## src/rtl/led_share_arbiter.sv

```systemverilog
// led_share_arbiter: round-robin owner selection for a shared LED bank.
// Each owner keeps the bank for at least DWELL cycles unless it lets go,
// and a one-cycle blank gap (SWITCH) separates consecutive owners.
// Optional build macro LED_SHARE_ARBITER_BLINK_EN adds a rotating idle
// heartbeat shown on the LEDs while nobody owns the bank.
module led_share_arbiter #(
  parameter int unsigned NUM_REQ = 4,
  parameter int unsigned LED_W   = 3,
  parameter int unsigned DWELL   = 200000000
) (
  input  logic                       clk,
  input  logic                       reset,
  input  logic [NUM_REQ-1:0]         req,
  input  logic [NUM_REQ*LED_W-1:0]   req_pattern,
  output logic [NUM_REQ-1:0]         grant,
  output logic [LED_W-1:0]           led,
  output logic [$clog2(NUM_REQ)-1:0] owner_id,
  output logic                       busy
);

  localparam int unsigned IW = $clog2(NUM_REQ);
  localparam int unsigned CW = $clog2(DWELL);
  localparam logic [CW-1:0] CNT_LAST = CW'(DWELL - 1);
  localparam logic [IW-1:0] IDX_LAST = IW'(NUM_REQ - 1);

  typedef enum logic [1:0] {
    IDLE,
    HOLD,
    SWITCH
  } state_t;

  state_t               state_q;
  logic [NUM_REQ-1:0]   grant_q;
  logic [LED_W-1:0]     led_q;
  logic [IW-1:0]        owner_q;
  logic                 busy_q;
  logic [CW-1:0]        cnt_q;
  logic [CW-1:0]        cnt_d;
  logic [IW-1:0]        ptr_q;
  logic [IW-1:0]        ptr_d;

  logic                 win_valid;
  logic [IW-1:0]        win_idx;
  logic [IW-1:0]        scan_idx;
  logic [NUM_REQ-1:0]   win_onehot;
  logic [LED_W-1:0]     win_pat;
  logic [LED_W-1:0]     own_pat;
  logic                 owner_req;
  logic                 others_req;
  logic                 dwell_done;
  logic [LED_W-1:0]     idle_led;

  // Winner: first requester at or above ptr, wrapping modulo NUM_REQ.
  always_comb begin
    win_valid = 1'b0;
    win_idx   = '0;
    scan_idx  = '0;
    for (int unsigned i = 0; i < NUM_REQ; i++) begin
      scan_idx = IW'((32'(ptr_q) + i) % NUM_REQ);
      if (!win_valid && req[scan_idx]) begin
        win_valid = 1'b1;
        win_idx   = scan_idx;
      end
    end
  end

  // Derived selection, pattern and dwell signals used by the FSM.
  always_comb begin
    win_onehot = {{(NUM_REQ-1){1'b0}}, 1'b1} << win_idx;
    win_pat    = req_pattern[win_idx*LED_W +: LED_W];
    own_pat    = req_pattern[owner_q*LED_W +: LED_W];
    owner_req  = req[owner_q];
    others_req = |(req & ~grant_q);
    dwell_done = (cnt_q == CNT_LAST);
    cnt_d      = dwell_done ? cnt_q : cnt_q + 1'b1;
    ptr_d      = (win_idx == IDX_LAST) ? '0 : win_idx + 1'b1;
  end

`ifdef LED_SHARE_ARBITER_BLINK_EN
  logic [LED_W-1:0] hb_q;
  logic [CW-1:0]    hb_cnt_q;

  // Free-running heartbeat: rotate the one-hot pattern left every DWELL cycles.
  always_ff @(posedge clk) begin
    if (reset) begin
      hb_q     <= LED_W'(1);
      hb_cnt_q <= '0;
    end else if (hb_cnt_q == CNT_LAST) begin
      hb_cnt_q <= '0;
      hb_q     <= {hb_q[LED_W-2:0], hb_q[LED_W-1]};
    end else begin
      hb_cnt_q <= hb_cnt_q + 1'b1;
    end
  end

  assign idle_led = hb_q;
`else
  assign idle_led = '0;
`endif

  // Ownership FSM; every output is registered here.
  always_ff @(posedge clk) begin
    if (reset) begin
      state_q <= IDLE;
      grant_q <= '0;
      led_q   <= '0;
      owner_q <= '0;
      busy_q  <= 1'b0;
      cnt_q   <= '0;
      ptr_q   <= '0;
    end else begin
      case (state_q)
        IDLE: begin
          if (win_valid) begin
            state_q <= HOLD;
            grant_q <= win_onehot;
            led_q   <= win_pat;
            owner_q <= win_idx;
            busy_q  <= 1'b1;
            cnt_q   <= '0;
            ptr_q   <= ptr_d;
          end else begin
            grant_q <= '0;
            led_q   <= idle_led;
            busy_q  <= 1'b0;
          end
        end
        HOLD: begin
          // Early release is checked first; pre-emption only after dwell.
          if (!owner_req || (dwell_done && others_req)) begin
            state_q <= SWITCH;
            grant_q <= '0;
            led_q   <= '0;
          end else begin
            led_q <= own_pat;
            cnt_q <= cnt_d;
          end
        end
        SWITCH: begin
          if (win_valid) begin
            state_q <= HOLD;
            grant_q <= win_onehot;
            led_q   <= win_pat;
            owner_q <= win_idx;
            cnt_q   <= '0;
            ptr_q   <= ptr_d;
          end else begin
            state_q <= IDLE;
            grant_q <= '0;
            led_q   <= '0;
            busy_q  <= 1'b0;
          end
        end
        default: begin
          state_q <= IDLE;
          grant_q <= '0;
          led_q   <= '0;
          busy_q  <= 1'b0;
        end
      endcase
    end
  end

  assign grant    = grant_q;
  assign led      = led_q;
  assign owner_id = owner_q;
  assign busy     = busy_q;

endmodule

```

## config.mk

```make
export PLATFORM = sky130hd
export DESIGN_NAME = led_share_arbiter
export DESIGN_NICKNAME = d
export VERILOG_FILES = /design/src/rtl/led_share_arbiter.sv
export SDC_FILE = /design/constraint.sdc
export NUM_CORES = 1
export LEC_CHECK = 0
export CORE_ASPECT_RATIO = 1.4
export CORE_MARGIN = 4
export CORE_UTILIZATION = 55
export DETAILED_ROUTE_END_ITERATION = 10
export PLACE_DENSITY = 0.79
export SETUP_SLACK_MARGIN = 0.5
export SLEW_MARGIN = 40
export SYNTH_ARGS = -nofsm -noshare
export SYNTH_HDL_FRONTEND = slang
export SYNTH_SLANG_ARGS = --single-unit
```

## constraint.sdc

```tcl
create_clock -name clk -period 2.7 [get_ports clk]
set_input_delay 0.54 -clock clk [delete_from_list [all_inputs] [get_ports clk]]
set_output_delay 0.54 -clock clk [all_outputs]
set_load 0.02 [all_outputs]
```

==> results of run 1 <==
-- flip-flops by register name, summed over array words and instances (netlist names) --
name      count
cnt_q        28
led           3
ptr_q         2
owner_id      2
state_q       2
busy          1
grant         4
-- layer usage --
| metal | routed length (um) | vias up | global-route usage |
|---|---|---|---|
| met5 | 0 | - | 0 |
| met4 | 136 | 0 | 0.0946 |
| met3 | 245 | 14 | 0.0553 |
| met2 | 2650 | 49 | 0.334 |
| met1 | 2120 | 933 | 0.216 |
| li1 | - | 981 | - |
-- cells in the mapped netlist (2+ instances only) --
| master | n |
|---|---|
| o2111ai_1 | 9 |
| mux2i_1 | 11 |
| clkbuf_1 | 7 |
| nand2_1 | 15 |
| nor2_1 | 30 |
| and2_1 | 3 |
| o21ai_0 | 7 |
| a22o_1 | 7 |
| or3_1 | 2 |
| xor2_1 | 20 |
| and4_1 | 3 |
| nand3_1 | 6 |
| nand2b_1 | 2 |
| or4_1 | 4 |
| o211ai_1 | 8 |
| buf_2 | 4 |
| mux4_2 | 3 |
| nor4_1 | 6 |
| nand4_1 | 3 |
| ha_1 | 5 |
| inv_1 | 8 |
| dfxtp_1 | 42 |
| and3_1 | 5 |
| nor3b_1 | 2 |
| a21oi_1 | 12 |
-- what timing repair did --
item                       4_1_cts  5_1_grt
pin swaps                        1        1
resized for setup                6        6
setup endpoints to repair       22       23
gates cloned                     0        0
buffers inserted                 1        2
-- area by class of cell --
cell class	count	area share
inverters	8	0.0107
flip-flops and latches	42	0.300
clock buffers	5	0.0246
clock inverters	3	0.0143
multi-input cells	184	0.496
repair buffers	41	0.135
well taps	43	0.0192
-- final timing paths --
kind | start | to | slack [ns] | cells after the start
worst min register to register | state_q[1] | state_q[1] | 0.48 | 1
worst max-delay path | cnt_q[0] | cnt_q[6] | 0.58 | 8
worst max register to register | cnt_q[0] | cnt_q[6] | 0.58 | 8
worst min-delay path | state_q[1] | state_q[1] | 0.48 | 1
-- through the flow --
stage           util  hold WS, ns
2_1_floorplan      -        0.428
3_3_place_gp   0.668        0.462
3_5_place_dp   0.668        0.475
4_1_cts        0.700        0.486
5_1_grt        0.708        0.509
6_report       0.708        0.476
-- cells by family after synthesis --
group	count (synthesis)	synth area share
adders and majority gates	5	0.0275
muxes	15	0.0898
buffers and inverters	19	0.0336
xor gates and xnor gates	21	0.0809
DFF	42	0.370
and+or+nand+nor	89	0.214
AOI/OAI and AO/OA	54	0.184
-- layout by cell type, fill, tap and decap left out, types with 2 or more instances in the layout --
master,n
o21ai_1,2
o2111ai_2,2
o211ai_1,8
buf_4,13
clkinv_2,2
mux4_2,3
nand4_1,3
clkbuf_8,5
clkdlybuf4s50_1,23
o21ai_0,6
nand2_1,15
a21oi_1,12
dfxtp_1,42
o2111ai_1,7
or3_1,2
nand3_1,6
nor4_1,5
dlygate4sd2_1,3
mux2i_1,11
a22o_1,7
and4_1,3
xor2_1,20
inv_1,8
ha_1,5
and2_1,3
nor2_1,29
nand2b_1,2
or4_1,4
and3_1,5
-- power breakdown --
part | total, uW | internal, uW | leakage [uW] | switching [uW]
registers | 666 | 644 | 0.000341 | 22.0
clock network | 491 | 272 | 0.0000579 | 219
logic | 293 | 142 | 0.000646 | 151
total | 1450 | 1060 | 0.00104 | 393
==> impl_metrics.json, run 1 <==
{
  "power.density_nw_per_um2": 518,
  "end_kind": "flop",
  "drv_cap": 0,
  "io_buffers": 27,
  "ir_worst_vdd_v": 0.000473,
  "crit_type": "reg -> reg",
  "critical_path_required_ns": 2.90,
  "cp_top_family": "simple AND/OR/NAND/NOR gates",
  "antenna_found_initial": 0,
  "num_vias": 1977,
  "finalHoldViolCount": 0,
  "setup-tns-final_ns": 0,
  "cts_inserted_buffers": 5,
  "slowest_stage": "nor3b_1",
  "cts_tree": "done",
  "clock_sinks": 42,
  "nets": 305,
  "synth_top_area_frac": 0.370,
  "wl_per_cell_um": 15.8,
  "final_area_um2": 2800,
  "ys_seq_area_frac": 0.370,
  "totalWireLength_um": 5150,
  "p_leak_uw": 0.00104,
  "multi_input_area_um2": 1390,
  "clk_latency_ns": 0.30,
  "syn-instance-count": 245,
  "drive_gt1_frac": 0.134,
  "dpl.cell_count": 315,
  "finalPower_uw": 1450,
  "first_global_vias": 1875,
  "layoutNonFillerInstCount": 326,
  "maxSlewViolCount": 0,
  "detailed_place_hpwl_um": 3730,
  "pre_cts_ws_ns": 0.113,
  "h-tree-depth": 2,
  "skew_ns": 0.00609,
  "antenna_cells": 0,
  "cts_max_path_buffers": 2,
  "synth_area_leader_cell": "dfxtp_1",
  "min_path_type": "reg -> reg",
  "grt_pass1_wl_um": 8380,
  "area_growth_pct": 23.2,
  "min_period_ns": 2.12,
  "crit_buf_inv": 1,
  "slew-limit-headroom": 0.665,
  "cts.clk_slew.worst_paths_ns": 0.08,
  "start_kind": "flop",
  "die_x_um": 62.3,
  "synth-seq-cells": 42,
  "setup_viol": 0,
  "drtAntennaViolNets": 0,
  "track_usage": 0.195,
  "hold_buffers": 0,
  "path_cells": "ha_1 > nand4bb_1 > nor3b_1 > a31oi_4 > buf_6 > o211ai_1 > xor2_1 > nor2_1",
  "rsz0062_at_grt": "false",
  "std_cell_rows": 27,
  "placed_area_um2": 2640,
  "max_stage_delay_ns": 0.48,
  "final.setup.worst_slack_ns": 0.579,
  "yosys_warnings": 0,
  "synth_area_um2": 2270,
  "core-area_um2": 3950,
  "firstDrtPassIters": 4,
  "drc": 0,
  "die_y_um": 84.1,
  "synthFlopType": "dfxtp_1",
  "num_io_pins": 28,
  "worstPathArrival_ns": 2.32,
  "gp_congestion": 0.812,
  "finalCritPeriodShare": 0.785,
  "worst_slew_pin_slew_ns": 0.497,
  "vias_per_cell": 6.06,
  "fillers": 309,
  "synth_area_per_cell_um2": 9.27,
  "regArea_um2": 841,
  "synth.distinct_cells": 46,
  "initial_core_util": 0.575,
  "syn_nets": 268,
  "status": "finished, final reports clean",
  "async_flop_share": 0,
  "fmax_ghz": 0.472,
  "synth_edf_count": 0,
  "die-area_um2": 5240,
  "synthTopCellsByArea": "dfxtp_1 37%, xor2_1 7.7%, nor2_1 5.0%, mux2i_1 4.8%, o2111ai_1 3.5%",
  "drt-initial-drc-count": 85,
  "grt_max_degree": 19,
  "cts.root.buffer_cell": "clkbuf_8",
  "grt.overflow.total": 0,
  "crit_fanout": 12
}
No activity file was read; power rests on OpenSTA's default activity.
==> inputs of run 2 (changes only) <==
- CORE_UTILIZATION: 55 -> 50
- PLACE_DENSITY: 0.79 -> 0.76
- clock period: 2.7 -> 1.8 ns (I/O delays scaled with it)
==> run 2 against run 1 <==
Compared with the run above:
- largest cell class unchanged
- clock skew down 0.0010 ns
- global-route usage up 8.1 points
- first-iteration DRC count rose to 2.9 times the previous value
- largest power group unchanged
- via count up 41%
- utilization up 18 points
- critical path depth down 1
- clock-buffer cell count up 2
- critical path type unchanged
- total power up 64%
- setup slack worse by 0.82 ns
- non-clock buffer count up 72
- the run now ends with negative setup slack left
- wire length up 97%
==> impl_metrics.json, run 2 (synthesis gave the netlist of run 1 again) <==
{
  "cts_tree": "done",
  "die_x_um": 65.0,
  "worstReg2RegEnd": "cnt_q[8]",
  "p_leak_uw": 0.00151,
  "rsz0062_at_grt": "true",
  "slowest_stage": "or4_1",
  "vias_per_cell": 6.72,
  "first_global_vias": 2573,
  "p_int_uw": 1620,
  "r2r_start": "owner_id[1]",
  "cp_top_family": "simple AND/OR/NAND/NOR gates",
  "power.density_nw_per_um2": 622,
  "final.setup.worst_slack_ns": -0.244,
  "switching_share": 0.316,
  "drv_cap": 0,
  "status": "finished with violations",
  "setup_viol": 36,
  "std_cell_rows": 28,
  "maxSlewViolCount": 0,
  "final_area_um2": 3820,
  "drt-initial-drc-count": 250,
  "grt.overflow.total": 0,
  "drtAntennaViolNets": 0,
  "reg2regPathDepth": 7,
  "crit_type": "reg -> reg",
  "fillers": 174,
  "min_period_ns": 2.04,
  "area_growth_pct": 68.0,
  "grt_max_degree": 19,
  "detailed_place_hpwl_um": 4340,
  "fmax_ghz": 0.489,
  "wl_per_cell_um": 24.5,
  "mostFrequentLayoutCells": "61 x buf_4, 27 x nor2_1, 27 x dfxtp_1, 23 x buf_6, 20 x xor2_1",
  "num_vias": 2787,
  "h-tree-depth": 2,
  "netSwitchingPower_uw": 750,
  "drive_gt1_frac": 0.515,
  "drc": 0,
  "initial_core_util": 0.527,
  "whs_ns": 0.497,
  "top_register": "cnt_q",
  "clk_latency_ns": 0.30,
  "largest_register_ffs": 28,
  "layout_commonest_cell": "buf_4",
  "nets": 378,
  "totalWireLength_um": 10200,
  "start_kind": "flop",
  "worst_slew_pin_slew_ns": 0.386,
  "min_to": "grant[0]",
  "clock_sinks": 42,
  "firstDrtPassIters": 5,
  "crit_fanout": 4,
  "cts_inserted_buffers": 5,
  "setup-tns-final_ns": -3.75,
  "worstPathArrival_ns": 2.28,
  "max_stage_delay_ns": 0.45,
  "finalHoldViolCount": 0,
  "grt_pass1_wl_um": 12200,
  "critical_path_required_ns": 2.04,
  "cp_num_cells": 7,
  "cts.root.buffer_cell": "clkbuf_8",
  "worstHoldStart": "grant[0]",
  "crit_buf_inv": 1,
  "end_kind": "flop",
  "pwr-share-clk": 0.246,
  "placed_area_um2": 3100,
  "gp_congestion": 0.860,
  "finalCritPeriodShare": 1.14,
  "p_seq_frac": 0.423,
  "power_frac_comb": 0.331,
  "antenna_cells": 0,
  "die-area_um2": 5700,
  "r2r_slack_ns": -0.24,
  "cts_max_path_buffers": 2,
  "slew-limit-headroom": 0.743,
  "holdPathStages": 1,
  "violations": "negative setup slack",
  "io_buffers": 27,
  "path_cells": "mux4_2 > nand3b_4 > a31oi_4 > buf_4 > o21ai_2 > or4_1 > nand2_1",
  "num_io_pins": 28,
  "core-area_um2": 4310,
  "antenna_found_initial": 0,
  "track_usage": 0.275,
  "cts.clk_slew.worst_paths_ns": 0.08,
  "ir_worst_vdd_v": 0.000544,
  "min_path_type": "reg -> reg",
  "skew_ns": 0.00509,
  "die_y_um": 87.8
}
==> run 2: cell count changes in the layout (fill, tap and decap cells not counted), sizes merged <==
cell and delta:
bufinv -1, buf +80, clkinv -2, o211ai +1, dlymetal6s2s -1, clkbuf +8, dlygate4sd2 -3, clkdlybuf4s50 -10
==> run 2: worst max path at each step <==
stage                startpoint  slack [ns]        end
floorplan              cnt_q[1]       -0.06     led[0]
global placement         req[1]       -0.53   cnt_q[7]
detailed placement       req[1]       -0.56   cnt_q[7]
CTS                   cnt_q[12]       -0.07     led[2]
global route          cnt_q[22]       -0.30  cnt_q[14]
finish              owner_id[1]       -0.24   cnt_q[8]
==> run 2: layout make-up <==
class                      instances  area (um2)  share of cell area
tap                               60        75.1              0.0197
inverter                           8        30.0             0.00787
clock buffer                       7        76.3              0.0200
sequential                        42         870               0.228
timing repair buffer             113         997               0.261
multi-input combinational        185        1770               0.463
==> run 2: what timing repair did <==
action                     in CTS  in global routing
setup endpoints to repair      52                 51
setup buffers                  14                 13
cloned                          1                  1
hold buffers                    0                  0
gates resized for setup       103                 52
pin swaps                      21                 42
==> run 2: power by group through the flow <==
| stage | Clock, uW | Sequential (uW) | Combinational [uW] |
|---|---|---|---|
| finish | 585 | 1000 | 785 |
| global route | 614 | 1010 | 813 |
| CTS | 581 | 995 | 633 |
| detailed placement | 0 | 1020 | 514 |
| global placement | 0 | 1020 | 501 |
| floorplan | 0 | 1050 | 252 |
==> run 2: per-stage QoR <==
| stage | total power (uW) | instances | util | setup slack [ns] |
|---|---|---|---|---|
| CTS | 2210 | 401 | 0.823 | -0.0678 |
| finish | 2370 | 415 | 0.886 | -0.244 |
| global placement | 1520 | 379 | 0.720 | -0.526 |
| detailed placement | 1530 | 379 | 0.720 | -0.563 |
| global route | 2430 | 415 | 0.886 | -0.297 |
| floorplan | 1300 | 245 | - | -0.0643 |
==> run 2: per-layer routing <==
layer	GRT usage	wire length [um]
met5	0	0
met4	0.129	765
met3	0.0462	781
met2	0.536	5150
met1	0.279	3450
==> inputs of run 3 (changes only) <==
- CORE_MARGIN: 4 -> 2
- REMOVE_ABC_BUFFERS: not set -> 1
==> run 3 against run 2 <==
Compared with the run above:
- non-clock buffer count decreased by 9
- hold slack improved by 0.018 ns
- die area decreased by 10%
- largest cell class unchanged
- critical path depth unchanged
- utilization decreased by 3.4 points
- sequential power about the same
- critical endpoint is now cnt_q[21]
- clock-buffer cell count decreased by 1
- sequential share of layout area about the same
- global-route usage increased by 6.5 points
- the run still ends with negative setup slack left
- maximum frequency decreased by 3.0%
==> impl_metrics.json, run 3 (synthesis gave the netlist of run 1 again) <==
{
  "drc": 0,
  "initial_core_util": 0.509,
  "track_usage": 0.340,
  "path_cells": "mux4_2 > nand3b_4 > a21oi_4 > buf_12 > o211ai_1 > xor2_1 > nor2_1",
  "cts.clk_slew.worst_paths_ns": 0.08,
  "clock_sinks": 42,
  "critical_path_required_ns": 1.99,
  "slowest_stage": "mux4_2",
  "drtAntennaViolNets": 0,
  "grt.overflow.total": 0,
  "cts_tree": "done",
  "crit_path_start": "owner_id[1]",
  "setup_viol": 37,
  "p_leak_uw": 0.00147,
  "reg2regPathDepth": 7,
  "top_register": "cnt_q",
  "crit_type": "reg -> reg",
  "worstPathArrival_ns": 2.29,
  "cp_top_family": "multiplexers",
  "worst_slew_pin_slew_ns": 0.449,
  "pre_cts_ws_ns": -0.611,
  "first_global_vias": 2644,
  "area_growth_pct": 67.3,
  "gp_congestion": 0.892,
  "vias_per_cell": 6.47,
  "drive_gt1_frac": 0.504,
  "layout_commonest_cell": "buf_4",
  "min_period_ns": 2.11,
  "max_stage_delay_ns": 0.59,
  "die_y_um": 83.8,
  "fmax_ghz": 0.474,
  "whs_ns": 0.514,
  "cp_num_cells": 7,
  "clk_latency_ns": 0.31,
  "mostFrequentLayoutCells": "64 x buf_4, 28 x nor2_1, 25 x dfxtp_1, 20 x xor2_1, 15 x dfxtp_2",
  "endpoint": "cnt_q[21]",
  "drv_cap": 0,
  "ir_worst_vdd_v": 0.000549,
  "std_cell_rows": 29,
  "worstReg2RegEnd": "cnt_q[21]",
  "firstDrtPassIters": 5,
  "nets": 369,
  "cts_max_path_buffers": 2,
  "start_kind": "flop",
  "num_vias": 2645,
  "die_x_um": 61.0,
  "num_io_pins": 28,
  "fillers": 198,
  "finalHoldViolCount": 0,
  "cts.root.buffer_cell": "clkbuf_8",
  "status": "finished with violations",
  "finalPower_uw": 2650,
  "h-tree-depth": 2,
  "slew-limit-headroom": 0.700,
  "totalWireLength_um": 9810,
  "skew_ns": 0.00725,
  "wl_per_cell_um": 24.0,
  "violations": "negative setup slack",
  "io_buffers": 27,
  "final.setup.worst_slack_ns": -0.308,
  "r2r_slack_ns": -0.31,
  "largest_register_ffs": 28,
  "grt_pass1_wl_um": 12800,
  "maxSlewViolCount": 0,
  "min_path_type": "reg -> reg",
  "grt_max_degree": 20,
  "die-area_um2": 5110,
  "antenna_found_initial": 0,
  "cts_inserted_buffers": 5,
  "crit_fanout": 4,
  "crit_buf_inv": 1,
  "detailed_place_hpwl_um": 4280,
  "r2r_start": "owner_id[1]",
  "drt-initial-drc-count": 186,
  "power.density_nw_per_um2": 697,
  "core-area_um2": 4460,
  "final_core_util": 0.852,
  "rsz0062_at_grt": "true",
  "end_kind": "flop",
  "finalCritPeriodShare": 1.17,
  "antenna_cells": 0
}
==> run 3: changes by cell type in the layout (fill, tap and decap cells not counted), moves of 3 or more <==
cell / change
clkbuf_2: -3
dfxtp_2: +4
o2111ai_2: -5
buf_6: -9
buf_4: +3
o2111ai_4: +5
==> run 3: where the power goes <==
| group | internal [uW] | leakage, uW | switching (uW) |
|---|---|---|---|
| Sequential | 966 | 0.000349 | 37.0 |
| Clock | 592 | 0.0000714 | 354 |
| Combinational | 315 | 0.00105 | 385 |
| Total | 1870 | 0.00147 | 777 |
==> run 3: timing repair <==
item,4_1_cts,5_1_grt
gates cloned,1,0
buffers inserted,8,10
hold buffers,0,0
gates resized for setup,118,54
setup endpoints to repair,52,51
pin swaps,31,23
endpoints found under the hold margin,0,0
==> run 3: worst min-delay path by stage <==
stage / slack, ns / cells past startpoint / from / to
detailed placement: 0.48 / 1 / state_q[1] / state_q[1]
global placement: 0.47 / 1 / state_q[1] / state_q[1]
finish: 0.51 / 1 / grant[0] / grant[0]
CTS: 0.50 / 2 / ptr_q[1] / ptr_q[1]
global route: 0.54 / 1 / grant[0] / grant[0]
floorplan: 0.43 / 1 / state_q[1] / state_q[1]
==> run 3: stage by stage <==
step | std cells | instance area (um2) | setup TNS [ns]
2_1_floorplan | 234 | 2230 | -9.07
4_1_cts | 399 | 3560 | -1.24
3_3_place_gp | 382 | 3040 | -17.93
5_1_grt | 409 | 3800 | -8.08
6_report | 409 | 3800 | -4.76
3_5_place_dp | 382 | 3040 | -19.73
==> run 3: cell type report <==
cell class | count | area [um2] | share of cell area
multi-input combinational | 185 | 1810 | 0.476
timing repair buffer | 104 | 873 | 0.230
sequential | 42 | 867 | 0.228
clock buffer | 6 | 82.6 | 0.0217
tap | 62 | 77.6 | 0.0204
clock inverter | 2 | 60.1 | 0.0158
inverter | 8 | 30.0 | 0.00790
==> run 3: worst register-to-register path, delay by kind of cell (launching register included) <==
kind,cells,cell delay (ns)
flops,1,0.39
compound gates,2,0.37
simple gates,2,0.26
xor+xnor,1,0.23
mux,1,0.59
buf+inv,1,0.14
==> run 3: metal layers <==
metal / GRT usage / up-vias / share of wire
li1: - / 1116 / -
met1: 0.350 / 1295 / 0.36
met2: 0.564 / 168 / 0.51
met3: 0.0884 / 66 / 0.064
met4: 0.245 / 0 / 0.068
met5: 0 / - / 0
